--- src/rtl/disp_rdsched.sv ---
// Per-frame AXI burst read scheduler: FIFO flush 5 ACLK after the VSYNC fall, then one AR every 2 cycles at most.
// ARVALID/ARADDR hold until ARREADY; new requests wait for FIFO room (level+pending+burst) and a free outstanding slot.
module disp_rdsched #(
  parameter int FRAME_BURSTS = 9600,
  parameter int BURST_LEN    = 16,
  parameter int FIFO_DEPTH   = 1024,
  parameter int MAX_OUTS     = 4
) (
  input  logic        ACLK,
  input  logic        ARST,
  input  logic        DISPON,
  input  logic [28:0] DISPADDR,
  input  logic        DSP_VSYNC_X,
  input  logic [10:0] FIFO_LEVEL,
  output logic [31:0] ARADDR,
  output logic [7:0]  ARLEN,
  output logic        ARVALID,
  input  logic        ARREADY,
  input  logic        RVALID,
  output logic        RREADY,
  input  logic        RLAST,
  output logic        FIFO_FLUSH,
  output logic        BUSY,
  output logic        FRAME_DONE,
  output logic        LATE_ERR
);

  localparam logic [31:0] STRIDE     = 32'(BURST_LEN * 8);
  localparam logic [13:0] LAST_BURST = 14'(FRAME_BURSTS - 1);
  localparam logic [13:0] ALL_BURSTS = 14'(FRAME_BURSTS);
  localparam logic [10:0] BLEN       = 11'(BURST_LEN);
  localparam logic [11:0] BLEN12     = 12'(BURST_LEN);
  localparam logic [11:0] DEPTH12    = 12'(FIFO_DEPTH);
  localparam logic [2:0]  OUTS_MAX   = 3'(MAX_OUTS);

  typedef enum logic [1:0] {S_IDLE, S_FLUSH, S_ISSUE, S_DRAIN} state_t;

  state_t      state_q, state_d;
  logic        vs_s1_q, vs_s1_d, vs_s2_q, vs_s2_d, vs_s3_q, vs_s3_d;
  logic        vs_fall_q, vs_fall_d;
  logic [31:0] base_q, base_d;
  logic [13:0] burst_cnt_q, burst_cnt_d;
  logic [2:0]  outs_q, outs_d;
  logic [10:0] pend_q, pend_d;
  logic        arvalid_q, arvalid_d;
  logic [31:0] araddr_q, araddr_d;
  logic        fifo_flush_q, fifo_flush_d;
  logic        frame_done_q, frame_done_d;
  logic        late_err_q, late_err_d;

  logic        ar_hs, r_last, credit, drained;
  logic [11:0] level_sum;

  assign ar_hs     = arvalid_q & ARREADY;
  assign r_last    = RVALID & RLAST;
  assign level_sum = {1'b0, FIFO_LEVEL} + {1'b0, pend_q} + BLEN12;
  assign credit    = (level_sum <= DEPTH12) && (outs_q < OUTS_MAX);
  assign drained   = (outs_q == 3'd0) && (pend_q == 11'd0);

  always_comb begin
    vs_s1_d   = DSP_VSYNC_X;
    vs_s2_d   = vs_s1_q;
    vs_s3_d   = vs_s2_q;
    vs_fall_d = vs_s3_q & ~vs_s2_q;

    // Protocol-error returns (nothing outstanding) saturate at zero.
    outs_d = outs_q;
    if (ar_hs && !r_last)
      outs_d = outs_q + 3'd1;
    else if (!ar_hs && r_last && outs_q != 3'd0)
      outs_d = outs_q - 3'd1;

    pend_d = pend_q;
    if (ar_hs && RVALID)
      pend_d = pend_q + BLEN - 11'd1;
    else if (ar_hs)
      pend_d = pend_q + BLEN;
    else if (RVALID && pend_q != 11'd0)
      pend_d = pend_q - 11'd1;
  end

  always_comb begin
    state_d      = state_q;
    base_d       = base_q;
    burst_cnt_d  = burst_cnt_q;
    arvalid_d    = arvalid_q;
    araddr_d     = araddr_q;
    fifo_flush_d = 1'b0;
    frame_done_d = 1'b0;
    late_err_d   = vs_fall_q && (state_q != S_IDLE);

    case (state_q)
      S_IDLE: begin
        if (vs_fall_q && DISPON) begin
          base_d      = {DISPADDR, 3'b000};
          burst_cnt_d = 14'd0;
          state_d     = S_FLUSH;
        end
      end
      S_FLUSH: begin
        if (drained) begin
          fifo_flush_d = 1'b1;
          state_d      = S_ISSUE;
        end
      end
      S_ISSUE: begin
        if (arvalid_q) begin
          // A raised request is never withdrawn; DISPON is only honoured after its handshake.
          if (ARREADY) begin
            arvalid_d   = 1'b0;
            burst_cnt_d = burst_cnt_q + 14'd1;
            if (burst_cnt_q == LAST_BURST || !DISPON)
              state_d = S_DRAIN;
          end
        end else if (!DISPON) begin
          state_d = S_DRAIN;
        end else if (credit) begin
          arvalid_d = 1'b1;
          araddr_d  = base_q + 32'(burst_cnt_q) * STRIDE;
        end
      end
      S_DRAIN: begin
        if (drained) begin
          frame_done_d = (burst_cnt_q == ALL_BURSTS);
          state_d      = S_IDLE;
        end
      end
      default: state_d = S_IDLE;
    endcase
  end

  always_ff @(posedge ACLK) begin
    if (ARST) begin
      state_q      <= S_IDLE;
      vs_s1_q      <= 1'b1;
      vs_s2_q      <= 1'b1;
      vs_s3_q      <= 1'b1;
      vs_fall_q    <= 1'b0;
      base_q       <= 32'd0;
      burst_cnt_q  <= 14'd0;
      outs_q       <= 3'd0;
      pend_q       <= 11'd0;
      arvalid_q    <= 1'b0;
      araddr_q     <= 32'd0;
      fifo_flush_q <= 1'b0;
      frame_done_q <= 1'b0;
      late_err_q   <= 1'b0;
    end else begin
      state_q      <= state_d;
      vs_s1_q      <= vs_s1_d;
      vs_s2_q      <= vs_s2_d;
      vs_s3_q      <= vs_s3_d;
      vs_fall_q    <= vs_fall_d;
      base_q       <= base_d;
      burst_cnt_q  <= burst_cnt_d;
      outs_q       <= outs_d;
      pend_q       <= pend_d;
      arvalid_q    <= arvalid_d;
      araddr_q     <= araddr_d;
      fifo_flush_q <= fifo_flush_d;
      frame_done_q <= frame_done_d;
      late_err_q   <= late_err_d;
    end
  end

  assign ARADDR     = araddr_q;
  assign ARLEN      = 8'(BURST_LEN - 1);
  assign ARVALID    = arvalid_q;
  assign RREADY     = 1'b1;
  assign FIFO_FLUSH = fifo_flush_q;
  assign BUSY       = (state_q != S_IDLE);
  assign FRAME_DONE = frame_done_q;
  assign LATE_ERR   = late_err_q;

endmodule

--- config.mk ---
export PLATFORM = sky130hd
export DESIGN_NAME = disp_rdsched
export DESIGN_NICKNAME = d
export VERILOG_FILES = /design/src/rtl/disp_rdsched.sv
export SDC_FILE = /design/constraint.sdc
export NUM_CORES = 1
export LEC_CHECK = 0
export BUFFER_PORTS_ARGS = -buffer_cell sky130_fd_sc_hd__buf_2
export CAP_MARGIN = 10
export CORE_MARGIN = 4
export CORE_UTILIZATION = 35
export CTS_BUF_LIST = sky130_fd_sc_hd__clkbuf_16
export DETAILED_ROUTE_END_ITERATION = 8
export GPL_TIMING_DRIVEN = 0
export HOLD_SLACK_MARGIN = 0.1
export PLACE_DENSITY_LB_ADDON = 0.2
export SLEW_MARGIN = 20
export SYNTH_ARGS = -nofsm -noshare
export SYNTH_HDL_FRONTEND = slang
export SYNTH_SLANG_ARGS = --single-unit
--- constraint.sdc ---
create_clock -name ACLK -period 6.46 [get_ports ACLK]
set_clock_uncertainty 0.2 [all_clocks]
set_input_delay 1.615 -clock ACLK [delete_from_list [all_inputs] [get_ports ACLK]]
set_output_delay 1.615 -clock ACLK [all_outputs]
set_load 0.01 [all_outputs]
==> results by stage <==
Global routing:
- Entering global routing, the biggest net connects 16 pins.
- The residual overflow from global routing is 0.
- The first-pass GRT wire length is around 27 mm.
- The number of global-route vias before repair came to ~5.2k.
- The overall global routing resource usage is 0.166.
- The number of antenna violations at the first check in global routing is 0.

Critical path:
- STA classifies the critical path startpoint as an input pin.
- The critical path is of the input pin to flop type.
- For flop-to-flop paths, the worst setup slack is roughly 2.5 ns.
- The beginning of the worst register-to-register path is pend_q[1]$_SDFFE_PP0P_.
- STA puts the critical path data required time at 6.50 ns.
- The worst setup path is captured at a flop.
- The depth of the worst register-to-register path is 11.
- The destination of the worst register-to-register timing path is ARADDR[8]$_SDFFE_PP0P_.
- At the worst endpoint, the arrival time is roughly 5.0 ns.
- The largest driver fanout on the critical path is 9.

Placement:
- The last weighted congestion value of the routability-driven placer is 0.828.
- The total half-perimeter wirelength after legalization and detailed placement is around 12 mm.
- Port buffering added 79 buffers.

Cells and area:
- The library cell used most frequently in the layout, excluding fill and tap cells, is sky130_fd_sc_hd__nand2_1.
- For this run, the share of the core covered by cells in the final layout is 0.422.
- The area growth from synthesis to layout is 16.3%.
- In the layout the commonest cells are 125 x sky130_fd_sc_hd__nand2_1, 96 x sky130_fd_sc_hd__dfxtp_1, 80 x sky130_fd_sc_hd__buf_2.
- The fraction of final layout cells sized beyond drive strength 1 is 0.152.
- The number of nets in the layout is 951.
- The number of antenna diodes in the final layout is 0.

Route:
- The average wire per cell in the routed design is ~15 µm.
- The number of DRC violations after detailed-routing iteration 0 is 329.
- The final route contains 5,569 vias.
- Summed over all layers, the routed wires come to ~16 mm.
- In this run the remaining antenna-violating nets after routing total 0.
- The routed via count divided by cell count is between 5 and 6.
- The DRC violation count after routing is 0.
- The number of optimization iterations in the first detailed-route pass is 5.

Clock tree:
- TritonCTS built the clock tree.
- Clock tree synthesis found a total of 96 sinks.
- The post-cts gate resize count is 0.
- The setup fix buffers added after clock tree synthesis is 0.
- The root buffer selected by CTS is sky130_fd_sc_hd__clkbuf_16.
- The later pin in the worst-skew pair is clocked with a latency of 0.36 ns.
- CTS built an H-tree with a depth of 3.
- In this run, post-CTS hold repair placed 0 buffers.
- The longest clock path from root to sink contains 2 buffers.
- The number of clock buffers inserted by TritonCTS is 9.
- The clock transition at the register clock pins on the worst setup and hold paths after CTS is ~0.07 ns.

Worst hold path:
- The end point of the most critical hold path is vs_s2_q$_SDFF_PP1_.
- The startpoint identified for the worst hold timing path is vs_s1_q$_SDFF_PP1_.
- The path category of the worst min-delay check is flop to flop.
- The depth of the worst hold-timing path is 1.

Pwr:
- VDD sags by at most between 100 and 150 µV.
- Summed over all cells, the static leakage comes to ~3.0 nW.
- The power consumption is about 1.8 mW.
- Power spread over the standard cell area amounts to 252 nW/µm².

Yosys:
- Synthesis produced a netlist whose cell count is approximately 760.
- The count of flip-flops with a built-in enable after synthesis is 0.
- Of the post-synthesis cell area, the dominant cell type holds 0.315.
- The flip-flop and latch count after synthesis is 96.
- The post-synthesis average cell area is between 8 and 9 µm².
- Summing every instance area after synthesis gives between 6000 and 7000 µm².
- The number of synthesis warnings is 0.
- Of the synthesized area, sequential elements account for 0.315.
- After synthesis, the share of flip-flops with an asynchronous set or reset is 0.
- The main flop type after synthesis is sky130_fd_sc_hd__dfxtp_1.
- Summed over all instances, the cell type with the most area after synthesis is sky130_fd_sc_hd__dfxtp_1.
- By area the synthesized netlist is led by sky130_fd_sc_hd__dfxtp_1 32%, sky130_fd_sc_hd__ha_1 9.2%, sky130_fd_sc_hd__nand2_1 7.7%.
- In this run, distinct cell masters in the synthesized netlist total 64.

STA:
- Setup repair after global routing left no endpoint under its margin.
- On the final layout, the worst hold slack is between 0.2 and 0.25 ns.
- The final critical delay including setup and external delays is approximately 5 ns.
- The final number of hold-violating endpoints is 0.
- The worst pin sits at a relative slew slack of 0.340.
- The number of max-slew violations in the final report is 0.
- The measured slew at the worst slew-check pin is between 0.9 and 1 ns.
- Dividing the final minimum period by the clock period gives 0.765.
- Static timing analysis puts the maximum clock frequency at roughly 0.20 GHz.
- The final setup violation count is 0.
- For the final routed database, the setup TNS stands at 0 ns.

Die:
- The region available for standard cell placement spans 16,800 µm².
- In this run the vertical extent of the chip is around 140 µm.
- The floorplan step set the die width to 140 µm.
- The initialized floorplan defines between 40 and 50 standard-cell rows.
- The effective utilization at floorplan is 0.362.
- The I/O pin count is 93.
- The area of the die is 19,600 µm².

Job:
- Max-cap violations in this run came to 0.

Run status:
- The run finished with clean final reports.
report_power, final:
group	switching [mW]	total, mW	internal [mW]
sequential	0.0492	0.675	0.626
combinational	0.339	0.582	0.243
clock	0.231	0.527	0.296
layer usage:
metal / up-vias / routed length (µm) / track usage
li1: 2858 / - / -
met5: - / 0 / 0
met2: 121 / 7730 / 0.276
met3: 8 / 783 / 0.0354
met1: 2582 / 7780 / 0.225
met4: 0 / 148 / 0.0311
worst max path at each step:
stage | from | to | slack [ns] | cells past startpoint
after floorplan | FIFO_LEVEL[1] | ARADDR[28]$_SDFFE_PP0P_ | 1.65 | 13
after global placement | FIFO_LEVEL[1] | ARADDR[8]$_SDFFE_PP0P_ | 1.15 | 12
after detailed placement | FIFO_LEVEL[1] | ARADDR[8]$_SDFFE_PP0P_ | 1.15 | 12
after CTS | FIFO_LEVEL[1] | ARADDR[8]$_SDFFE_PP0P_ | 1.51 | 12
after global routing | FIFO_LEVEL[1] | ARADDR[8]$_SDFFE_PP0P_ | 1.33 | 12
final | FIFO_LEVEL[1] | ARADDR[8]$_SDFFE_PP0P_ | 1.52 | 12
cells by family after synthesis:
family	after synthesis	synth area share
xor gates and xnor gates	30	0.0431
DFF	96	0.315
AOI/OAI and AO/OA	166	0.184
buffers and inverters	81	0.0606
adders and majority gates	48	0.102
and+or+nand+nor	304	0.243
other	2	0.00123
muxes	29	0.0505
sequential cells by signal, summed over array words and instances (netlist names), 2 cells and up:
name and flops:
state_q 2, pend_q 11, base_q 29, burst_cnt_q 14, outs_q 3, ARADDR 29
synth_stat cells, types with 5 or more instances:
library cell and instances:
sky130_fd_sc_hd__nand2_1 125, sky130_fd_sc_hd__dfxtp_1 96, sky130_fd_sc_hd__a21oi_1 58, sky130_fd_sc_hd__nor2_1 51
sky130_fd_sc_hd__ha_1 45, sky130_fd_sc_hd__inv_1 34, sky130_fd_sc_hd__clkbuf_1 29, sky130_fd_sc_hd__o21ai_0 23
sky130_fd_sc_hd__mux2i_1 21, sky130_fd_sc_hd__nand3_1 20, sky130_fd_sc_hd__xnor2_1 18, sky130_fd_sc_hd__a211oi_1 15
sky130_fd_sc_hd__nor2b_1 14, sky130_fd_sc_hd__nor3_1 14, sky130_fd_sc_hd__buf_4 13, sky130_fd_sc_hd__nand4_1 13
sky130_fd_sc_hd__xor2_1 12, sky130_fd_sc_hd__a2111oi_0 11, sky130_fd_sc_hd__and3_1 9, sky130_fd_sc_hd__nand2b_1 9
sky130_fd_sc_hd__nor3b_1 9, sky130_fd_sc_hd__a21o_1 8, sky130_fd_sc_hd__or3_1 8, sky130_fd_sc_hd__o311a_1 7
sky130_fd_sc_hd__mux2_2 6, sky130_fd_sc_hd__nand3b_1 6, sky130_fd_sc_hd__a21boi_0 5, sky130_fd_sc_hd__a31oi_1 5
sky130_fd_sc_hd__o211ai_1 5, sky130_fd_sc_hd__o21a_1 5, sky130_fd_sc_hd__or4_1 5
metrics by stage:
step	setup WS, ns	cells	cell area [µm²]
floorplan	1.65	766	6130
global placement	1.15	1065	6800
detailed placement	1.15	1065	6800
CTS	1.51	1080	7090
global route	1.33	1080	7090
finish	1.52	1080	7090
worst max-delay path: stages:
cell                        delay, ns
sky130_fd_sc_hd__buf_2           0.10
sky130_fd_sc_hd__ha_1            0.27
sky130_fd_sc_hd__ha_1            0.16
sky130_fd_sc_hd__inv_1           0.05
sky130_fd_sc_hd__fa_1            0.47
sky130_fd_sc_hd__or3b_1          0.35
sky130_fd_sc_hd__a221oi_2        0.18
sky130_fd_sc_hd__nand4_1         0.17
sky130_fd_sc_hd__a2111oi_4       0.39
sky130_fd_sc_hd__o2111ai_4       0.29
sky130_fd_sc_hd__a21oi_2         0.52
sky130_fd_sc_hd__mux2_2          0.39
cell type report:
class	count	area [µm²]
Multi-Input combinational cell	589	3840
Inverter	34	128
Tap cell	220	275
Buffer	47	241
Clock buffer	9	225
Clock inverter	6	61.3
Sequential cell	96	1920
Fill cell	1758	9730
Timing Repair Buffer	79	395
Note: power is estimated with default switching activity, not from simulation.
